**src/rtl/alu_sequencer.sv**
```systemverilog
// alu_sequencer: front-end controller for an N-bit combinational ALU.
//
// Accepts an operation from either a valid/ready request port or from one of two
// debounced active-low push-buttons. It latches the operands, drives the ALU,
// waits SETTLE cycles and then registers result/carry/zero. The captured result
// is held under a valid/ready handshake.
//
// Ports
//   clk, rst_n                    clock (rising edge), async active-low reset
//   req_valid/req_ready           request handshake
//   req_a, req_b, req_op,         request operands, function and mode
//     req_mode                      (00 op, 01 sum, 10 subtract, 11 as 00)
//   sw_a, sw_b                    switch operands used by button requests
//   btn_sum_n, btn_subt_n         asynchronous push-buttons, low = pressed
//   alu_a, alu_b, alu_op,         ALU drive
//     alu_sum, alu_subt
//   alu_result, alu_carry         ALU response
//   res_valid/res_ready           result handshake
//   res_data, res_carry,          captured result, carry and zero flag
//     res_zero
module alu_sequencer #(
  parameter int N         = 4,
  parameter int SETTLE    = 1,
  parameter int DB_CYCLES = 4
) (
  input  logic         clk,
  input  logic         rst_n,
  input  logic         req_valid,
  output logic         req_ready,
  input  logic [N-1:0] req_a,
  input  logic [N-1:0] req_b,
  input  logic [2:0]   req_op,
  input  logic [1:0]   req_mode,
  input  logic [N-1:0] sw_a,
  input  logic [N-1:0] sw_b,
  input  logic         btn_sum_n,
  input  logic         btn_subt_n,
  output logic [N-1:0] alu_a,
  output logic [N-1:0] alu_b,
  output logic [2:0]   alu_op,
  output logic         alu_sum,
  output logic         alu_subt,
  input  logic [N-1:0] alu_result,
  input  logic         alu_carry,
  output logic         res_valid,
  input  logic         res_ready,
  output logic [N-1:0] res_data,
  output logic         res_carry,
  output logic         res_zero
);

  localparam int SW = (SETTLE > 1)    ? $clog2(SETTLE)    : 1;
  localparam int DW = (DB_CYCLES > 1) ? $clog2(DB_CYCLES) : 1;

  typedef enum logic [1:0] {IDLE, DRIVE, DONE} state_t;

  state_t state_q, state_d;

  logic            req_ready_q, req_ready_d;
  logic [N-1:0]    alu_a_q, alu_a_d;
  logic [N-1:0]    alu_b_q, alu_b_d;
  logic [2:0]      alu_op_q, alu_op_d;
  logic            alu_sum_q, alu_sum_d;
  logic            alu_subt_q, alu_subt_d;
  logic [SW-1:0]   settle_cnt_q, settle_cnt_d;
  logic            res_valid_q, res_valid_d;
  logic [N-1:0]    res_data_q, res_data_d;
  logic            res_carry_q, res_carry_d;
  logic            res_zero_q, res_zero_d;

  // Button index 0 = sum, 1 = subtract. The synchronizer carries the inverted
  // (active-high "pressed") level, so its cleared reset value reads as released.
  logic [1:0]          sync1_q, sync2_q;
  logic [1:0]          db_pressed_q, db_pressed_d;
  logic [1:0][DW-1:0]  db_cnt_q, db_cnt_d;
  logic [1:0]          press_evt;

  // Debounce: count consecutive samples that disagree with the accepted level;
  // after DB_CYCLES of them the accepted level flips. A press event fires only
  // on the released->pressed flip, so a held button cannot repeat.
  always_comb begin
    db_cnt_d     = '0;
    db_pressed_d = db_pressed_q;
    press_evt    = '0;
    for (int unsigned i = 0; i < 2; i++) begin
      if (sync2_q[i] != db_pressed_q[i]) begin
        if (db_cnt_q[i] == DW'(DB_CYCLES - 1)) begin
          db_pressed_d[i] = sync2_q[i];
          press_evt[i]    = sync2_q[i];
        end else begin
          db_cnt_d[i] = db_cnt_q[i] + DW'(1);
        end
      end
    end
  end

  always_comb begin
    state_d      = state_q;
    req_ready_d  = req_ready_q;
    alu_a_d      = alu_a_q;
    alu_b_d      = alu_b_q;
    alu_op_d     = alu_op_q;
    alu_sum_d    = alu_sum_q;
    alu_subt_d   = alu_subt_q;
    settle_cnt_d = settle_cnt_q;
    res_valid_d  = res_valid_q;
    res_data_d   = res_data_q;
    res_carry_d  = res_carry_q;
    res_zero_d   = res_zero_q;

    case (state_q)
      IDLE: begin
        req_ready_d = 1'b1;
        // req_ready_q is low only on the first cycle after reset release.
        if (req_ready_q && req_valid) begin
          alu_a_d      = req_a;
          alu_b_d      = req_b;
          alu_op_d     = req_op;
          alu_sum_d    = (req_mode == 2'b01);
          alu_subt_d   = (req_mode == 2'b10);
          req_ready_d  = 1'b0;
          settle_cnt_d = '0;
          state_d      = DRIVE;
        end else if (req_ready_q && (|press_evt)) begin
          alu_a_d      = sw_a;
          alu_b_d      = sw_b;
          alu_op_d     = 3'b000;
          alu_sum_d    = press_evt[0];
          alu_subt_d   = ~press_evt[0];
          req_ready_d  = 1'b0;
          settle_cnt_d = '0;
          state_d      = DRIVE;
        end
      end
      DRIVE: begin
        if (settle_cnt_q == SW'(SETTLE - 1)) begin
          res_data_d  = alu_result;
          res_carry_d = alu_carry;
          res_zero_d  = (alu_result == '0);
          res_valid_d = 1'b1;
          state_d     = DONE;
        end else begin
          settle_cnt_d = settle_cnt_q + SW'(1);
        end
      end
      DONE: begin
        if (res_ready) begin
          res_valid_d = 1'b0;
          req_ready_d = 1'b1;
          state_d     = IDLE;
        end
      end
      default: state_d = IDLE;
    endcase
  end

  always_ff @(posedge clk or negedge rst_n) begin
    if (!rst_n) begin
      state_q      <= IDLE;
      req_ready_q  <= 1'b0;
      alu_a_q      <= '0;
      alu_b_q      <= '0;
      alu_op_q     <= '0;
      alu_sum_q    <= 1'b0;
      alu_subt_q   <= 1'b0;
      settle_cnt_q <= '0;
      res_valid_q  <= 1'b0;
      res_data_q   <= '0;
      res_carry_q  <= 1'b0;
      res_zero_q   <= 1'b0;
      sync1_q      <= '0;
      sync2_q      <= '0;
      db_pressed_q <= '0;
      db_cnt_q     <= '0;
    end else begin
      state_q      <= state_d;
      req_ready_q  <= req_ready_d;
      alu_a_q      <= alu_a_d;
      alu_b_q      <= alu_b_d;
      alu_op_q     <= alu_op_d;
      alu_sum_q    <= alu_sum_d;
      alu_subt_q   <= alu_subt_d;
      settle_cnt_q <= settle_cnt_d;
      res_valid_q  <= res_valid_d;
      res_data_q   <= res_data_d;
      res_carry_q  <= res_carry_d;
      res_zero_q   <= res_zero_d;
      sync1_q      <= {~btn_subt_n, ~btn_sum_n};
      sync2_q      <= sync1_q;
      db_pressed_q <= db_pressed_d;
      db_cnt_q     <= db_cnt_d;
    end
  end

  assign req_ready = req_ready_q;
  assign alu_a     = alu_a_q;
  assign alu_b     = alu_b_q;
  assign alu_op    = alu_op_q;
  assign alu_sum   = alu_sum_q;
  assign alu_subt  = alu_subt_q;
  assign res_valid = res_valid_q;
  assign res_data  = res_data_q;
  assign res_carry = res_carry_q;
  assign res_zero  = res_zero_q;

endmodule

```
**config.mk**
```make
export PLATFORM = sky130hd
export DESIGN_NAME = alu_sequencer
export DESIGN_NICKNAME = d
export VERILOG_FILES = /design/src/rtl/alu_sequencer.sv
export SDC_FILE = /design/constraint.sdc
export NUM_CORES = 1
export LEC_CHECK = 0
export BUFFER_PORTS_ARGS = -buffer_cell sky130_fd_sc_hd__buf_2
export CORE_MARGIN = 2
export CORE_UTILIZATION = 31
export CTS_BUF_LIST = sky130_fd_sc_hd__clkbuf_16
export CTS_CLUSTER_SIZE = 10
export DETAILED_ROUTE_END_ITERATION = 7
export GPL_ROUTABILITY_DRIVEN = 0
export PLACE_DENSITY_LB_ADDON = 0.08
export REMOVE_ABC_BUFFERS = 1
export SLEW_MARGIN = 20
export SYNTH_ARGS = -nofsm -noshare
export SYNTH_HDL_FRONTEND = slang
export SYNTH_SLANG_ARGS = --single-unit
```
**constraint.sdc**
```tcl
create_clock -name clk -period 2.42 [get_ports clk]
set_input_delay 0.121 -clock clk [delete_from_list [all_inputs] [get_ports clk]]
set_output_delay 0.121 -clock clk [all_outputs]
set_load 0.01 [all_outputs]
```
## Word level (Yosys, flattened, before mapping)

Cells that the tools add are included.

- Flip-flop bits (word level): 34
- Logic and storage cells: 87
- Output and inout bits: 21
- Input bits: 32

- Bitwise operators: 4
- Add/subtract/negate cells: 3
- Reduce and logical (&&, ||, !) cells: 17
- Muxes and demuxes: 34
- Equal/unequal tests: 11

Operator list:

| kind | number |
|---|---|
| 1-bit two-way mux | 16 |
| 2-bit two-way mux | 8 |
| 4-bit two-way mux | 4 |
| 2-bit AND reduction | 6 |
| 2-bit equality test, second input constant | 4 |
| 2-bit nonzero test | 4 |
| 3-bit two-way mux | 2 |
| 1-bit case mux with 2 select lines | 3 |
| 2-bit case mux with 3 select lines | 1 |
| 3-bit AND reduction | 2 |
| 2-bit by 1-bit adder with 2-bit output, second input constant | 2 |
| 2-bit by 1-bit equality test with 1-bit output, second input constant | 2 |
| 4-bit zero test | 1 |
| 2-bit != test, second input constant | 2 |
| 1-bit NOT | 4 |
| 3-bit != test, second input constant | 1 |
| 1-bit logical AND | 2 |
| 2-bit zero test | 1 |
| 1-bit != test | 2 |
| 2-bit OR reduction | 1 |
| 1-bit adder, second input constant | 1 |

## Longest topological paths before layout

- Word-level depth: 8
- Depth in mapped cells: 5
- Mapped depth without buffers: 4

## Least setup slack after synthesis

OpenSTA, ideal clock, no wires.

- Path type: reg2reg
- From: reg req_ready_q (netlist: req_ready)
- To: reg alu_a_q[0] (netlist: alu_a[0])
- Clock period less this slack: 1.637 ns
- Path slack: 0.783 ns
- Cell stages (with the launch flop): 5
- Arrival: 1.512 ns
- Cell sequence: dfrtp_1 -> or3b_4 -> a31oi_4 -> buf_8 -> mux2_4

- Longest elaborated chain between the ends: 3

Ends and longest elaborated chain:

| element | RTL line | text |
|---|---|---|
| start, declared | 59 | `logic req_ready_q, req_ready_d;` |
| start signal, assigned | 177 | `req_ready_q <= req_ready_d;` |
| 1-bit logical AND, on equally long branches | 115, 124 |  |
| 2-bit nonzero test (no line) | n/a |  |
| 2-bit AND reduction (no line) | n/a |  |
| end signal, assigned | 178 | `alu_a_q <= alu_a_d;` |
| end, declared | 60 | `logic [N-1:0] alu_a_q, alu_a_d;` |

Several ways; a longest one is shown, not always the timed one.
A chain may end at the register's enable or synchronous reset.

## Worst setup path in the final report

- From: reg state_q[0]
- To: reg alu_a_q[3] (netlist: alu_a[3])

- Longest elaborated chain between the ends: 2

Ends and longest elaborated chain:

| element | RTL line | text |
|---|---|---|
| start, declared | 57 | `state_t state_q, state_d;` |
| start signal, assigned | 176 | `state_q <= state_d;` |
| 2-bit zero test | 111 | `case (state_q)` |
| 2-bit AND reduction (no line) | n/a |  |

No other way between the ends.

==> impl_metrics.yaml <==
status:
  outcome: "finished clean"
synthesis:
  synthAdderAreaFrac: 0.01792
  synth-simple-area-share: 0.07168
  netlist_instances: 102
  avgSynthCellArea_um2: 13.69
  ys_types: 24
  async_flop_share: 1.000
  synth_edf_count: 0
  yosys.area.top_type_share: 0.5914
  synth_top_family_by_area: "multiplexers"
  synth-compound-area-share: 0.06989
  ys_top_cells_by_area: "dfrtp_1 59%, mux2_2 16%, mux2_4 3.2%, inv_1 2.7%, o2bb2ai_1 1.9%"
  ys.warnings.count: 0
  netlist_area_um2: 1396
  synth.area.mux_share: 0.1935
  synth-xor-area-share: 0.01254
  yosys.area.top_type: "dfrtp_1"
  ys.flop_type: "dfrtp_1"
  seq_area_frac_synth: 0.5914
  synth-seq-cells: 33
sta:
  skew_ns: 0.002222
  finalHoldViolCount: 0
  rsz0062_at_grt: "false"
  setup_viol: 0
  worst_slew_pin_slew_ns: 0.7570
  max_freq_mhz: 547.0
  setup_tns_ns: 0
  relSlewSlack: 0.4953
  finalCritPeriodShare: 0.7554
  slew_viol_final: 0
  period_needed_ns: 1.828
routing:
  drc: 0
  dr.pass1.iters: 4
  drt_iter0_markers: 29
  vias_per_cell: 4.360
  totalWireLength_um: 2616
  ant_nets: 0
  wl_per_cell_um: 12.22
  num_vias: 933
die:
  initial_core_util: 0.3207
  rows: 24
  die_h_um: 71.12
  num_io_pins: 53
  dieWidth_um: 71.12
  core_um2: 4354
  die-area_um2: 5057
run:
  maxCapViolCount: 0
layout:
  synthToLayoutAreaGrowth_pct: 33.60
  seqCellArea_um2: 825.8
  drive_gt1_frac: 0.5123
  n_antenna_cell: 0
  nFillCells: 433
  final_nets: 195
  multiInputGateArea_um2: 510.5
clock_network:
  clock_latency_ns: 0.27
  cts_root_buf: "clkbuf_16"
  clkTransAtPathRegs_ns: 0.05
  cts_tree: "yes"
  htree_num_levels: 2
  post_cts.repair.setup_buffers: 0
  cts-buffers-inserted: 5
  numClockSinks: 33
  clockBufferDepth: 2
critical_path:
  crit_slowest_cell: "a31oi_4"
  worst_ep_arrival_time_ns: 1.98
  crit_chain: "or3b_4, a31oi_4, mux2_2"
  start_kind: "flop"
  crit_fanout: 15
  crit_family: "compound AO/OA/AOI/OAI gates"
  critPathKind: "flop to flop"
  cp_slowest_stage_delay_ns: 0.46
  cp.buffers_inverters: 0
  cp_data_required_time_ns: 2.57
  setup.worst_path.end_class: "flop"
place:
  io_buffer_count: 52
  hpwl_um: 1914
grt:
  grt_pass1_wl_um: 4560
  grt_usage: 0.1175
  grt_pass1_vias: 1018
  overflow: 0
  antenna_found_initial: 0
  grt_max_degree: 34
pwr:
  p_per_area_nw_per_um2: 1230
  power_uw: 2295
  leakagePower_uw: 0.0009128
  vdd_drop_max_uv: 452.5
worst_hold_path:
  hold_class: "input port to flop"
cells in the mapped netlist, types with 3 or more instances:
cell and n:
a21oi_1 4, dfrtp_1 33, inv_1 10, mux2_2 20, mux2_4 3, nand2_1 3
nor3_1 3, o2bb2ai_1 3
registers in the layout, indices dropped and copies added (netlist names):
register,flops
alu_a,4
alu_b,4
alu_op,3
alu_subt,1
alu_sum,1
db_cnt_q,4
db_pressed_q,2
req_ready,1
res_carry,1
res_data,4
res_valid,1
res_zero,1
state_q,2
sync1_q,2
sync2_q,2
cells in the final DEF, fill, tap and decap left out, types with 4 or more instances in the layout:
| cell | instances |
|---|---|
| dfrtp_1 | 33 |
| mux2_2 | 20 |
| clkbuf_16 | 5 |
| a21oi_1 | 4 |
| inv_1 | 13 |
| buf_2 | 52 |
kinds of logic (layout without fill, tap and decap cells):
family | Yosys count | after routing
flip-flops | 33 | 33
multiplexers | 23 | 23
AND/OR/NAND/NOR | 17 | 17
buffers and inverters | 13 | 73
AO/OA/AOI/OAI | 12 | 12
adder cells (fa/ha/maj) | 2 | 2
XOR/XNOR | 2 | 2
metrics by stage:
stage / std cells / hold slack, ns / setup slack [ns] / instance area (um^2) / utilization
floorplan: 99 / -0.1746 / 0.7367 / 1374 / -
detailed placement: 203 / 0.2311 / 0.5613 / 1699 / 0.3902
CTS: 214 / 0.06140 / 0.5527 / 1866 / 0.4284
global placement: 203 / 0.2260 / 0.6165 / 1699 / 0.3902
global route: 214 / 0.05791 / 0.4755 / 1866 / 0.4284
finish: 214 / 0.06508 / 0.5918 / 1866 / 0.4284
timing repair:
item / in CTS / in global routing
setup endpoints to repair: 0 / 0
hold buffers: 3 / 0
hold endpoints to repair: 35 / 0
gates resized for setup: 0 / 0
cell type report:
| cell class | instances | share of cell area |
|---|---|---|
| Inverter | 10 | 0.02012 |
| Clock inverter | 3 | 0.006036 |
| Timing Repair Buffer | 55 | 0.1556 |
| Sequential cell | 33 | 0.4427 |
| Multi-Input combinational cell | 56 | 0.2736 |
| Tap cell | 52 | 0.03488 |
| Clock buffer | 5 | 0.06707 |
worst reg2reg max path: cells and delay by family (launching register included):
kind,cells,cell delay (ns)
AO/OA/AOI/OAI,1,0.46
AND/OR/NAND/NOR,1,0.44
multiplexers,1,0.40
flip-flops,1,0.40
metal layers:
layer  vias to the layer above  part of all wire  GRT usage
li1                        465                 -          -
met5                         -                 0          0
met1                       437              0.44     0.1395
met3                         4             0.058    0.05556
met4                         0             0.012    0.03774
met2                        27              0.49     0.1890
final timing paths:
path,start,end,slack (ns),depth (start not counted)
setup / recovery,state_q[0],alu_a[3],0.59,3
setup reg to reg,state_q[0],alu_a[3],0.59,3
min in group asynchronous,rst_n,alu_a[1],0.47,2
max in group asynchronous,rst_n,alu_b[2],1.47,2
hold / removal,req_op[0],alu_op[0],0.07,2
hold reg to reg,sync1_q[0],sync2_q[0],0.35,0
power by group:
group          switching (uW)  total, uW  leakage, uW  internal (uW)
Sequential                124        914     0.000398            789
Clock                     201        569    0.0000776            368
Combinational             370        812     0.000438            442
Total                     696       2300     0.000913           1600
Power figures use the tool's default switching activity.
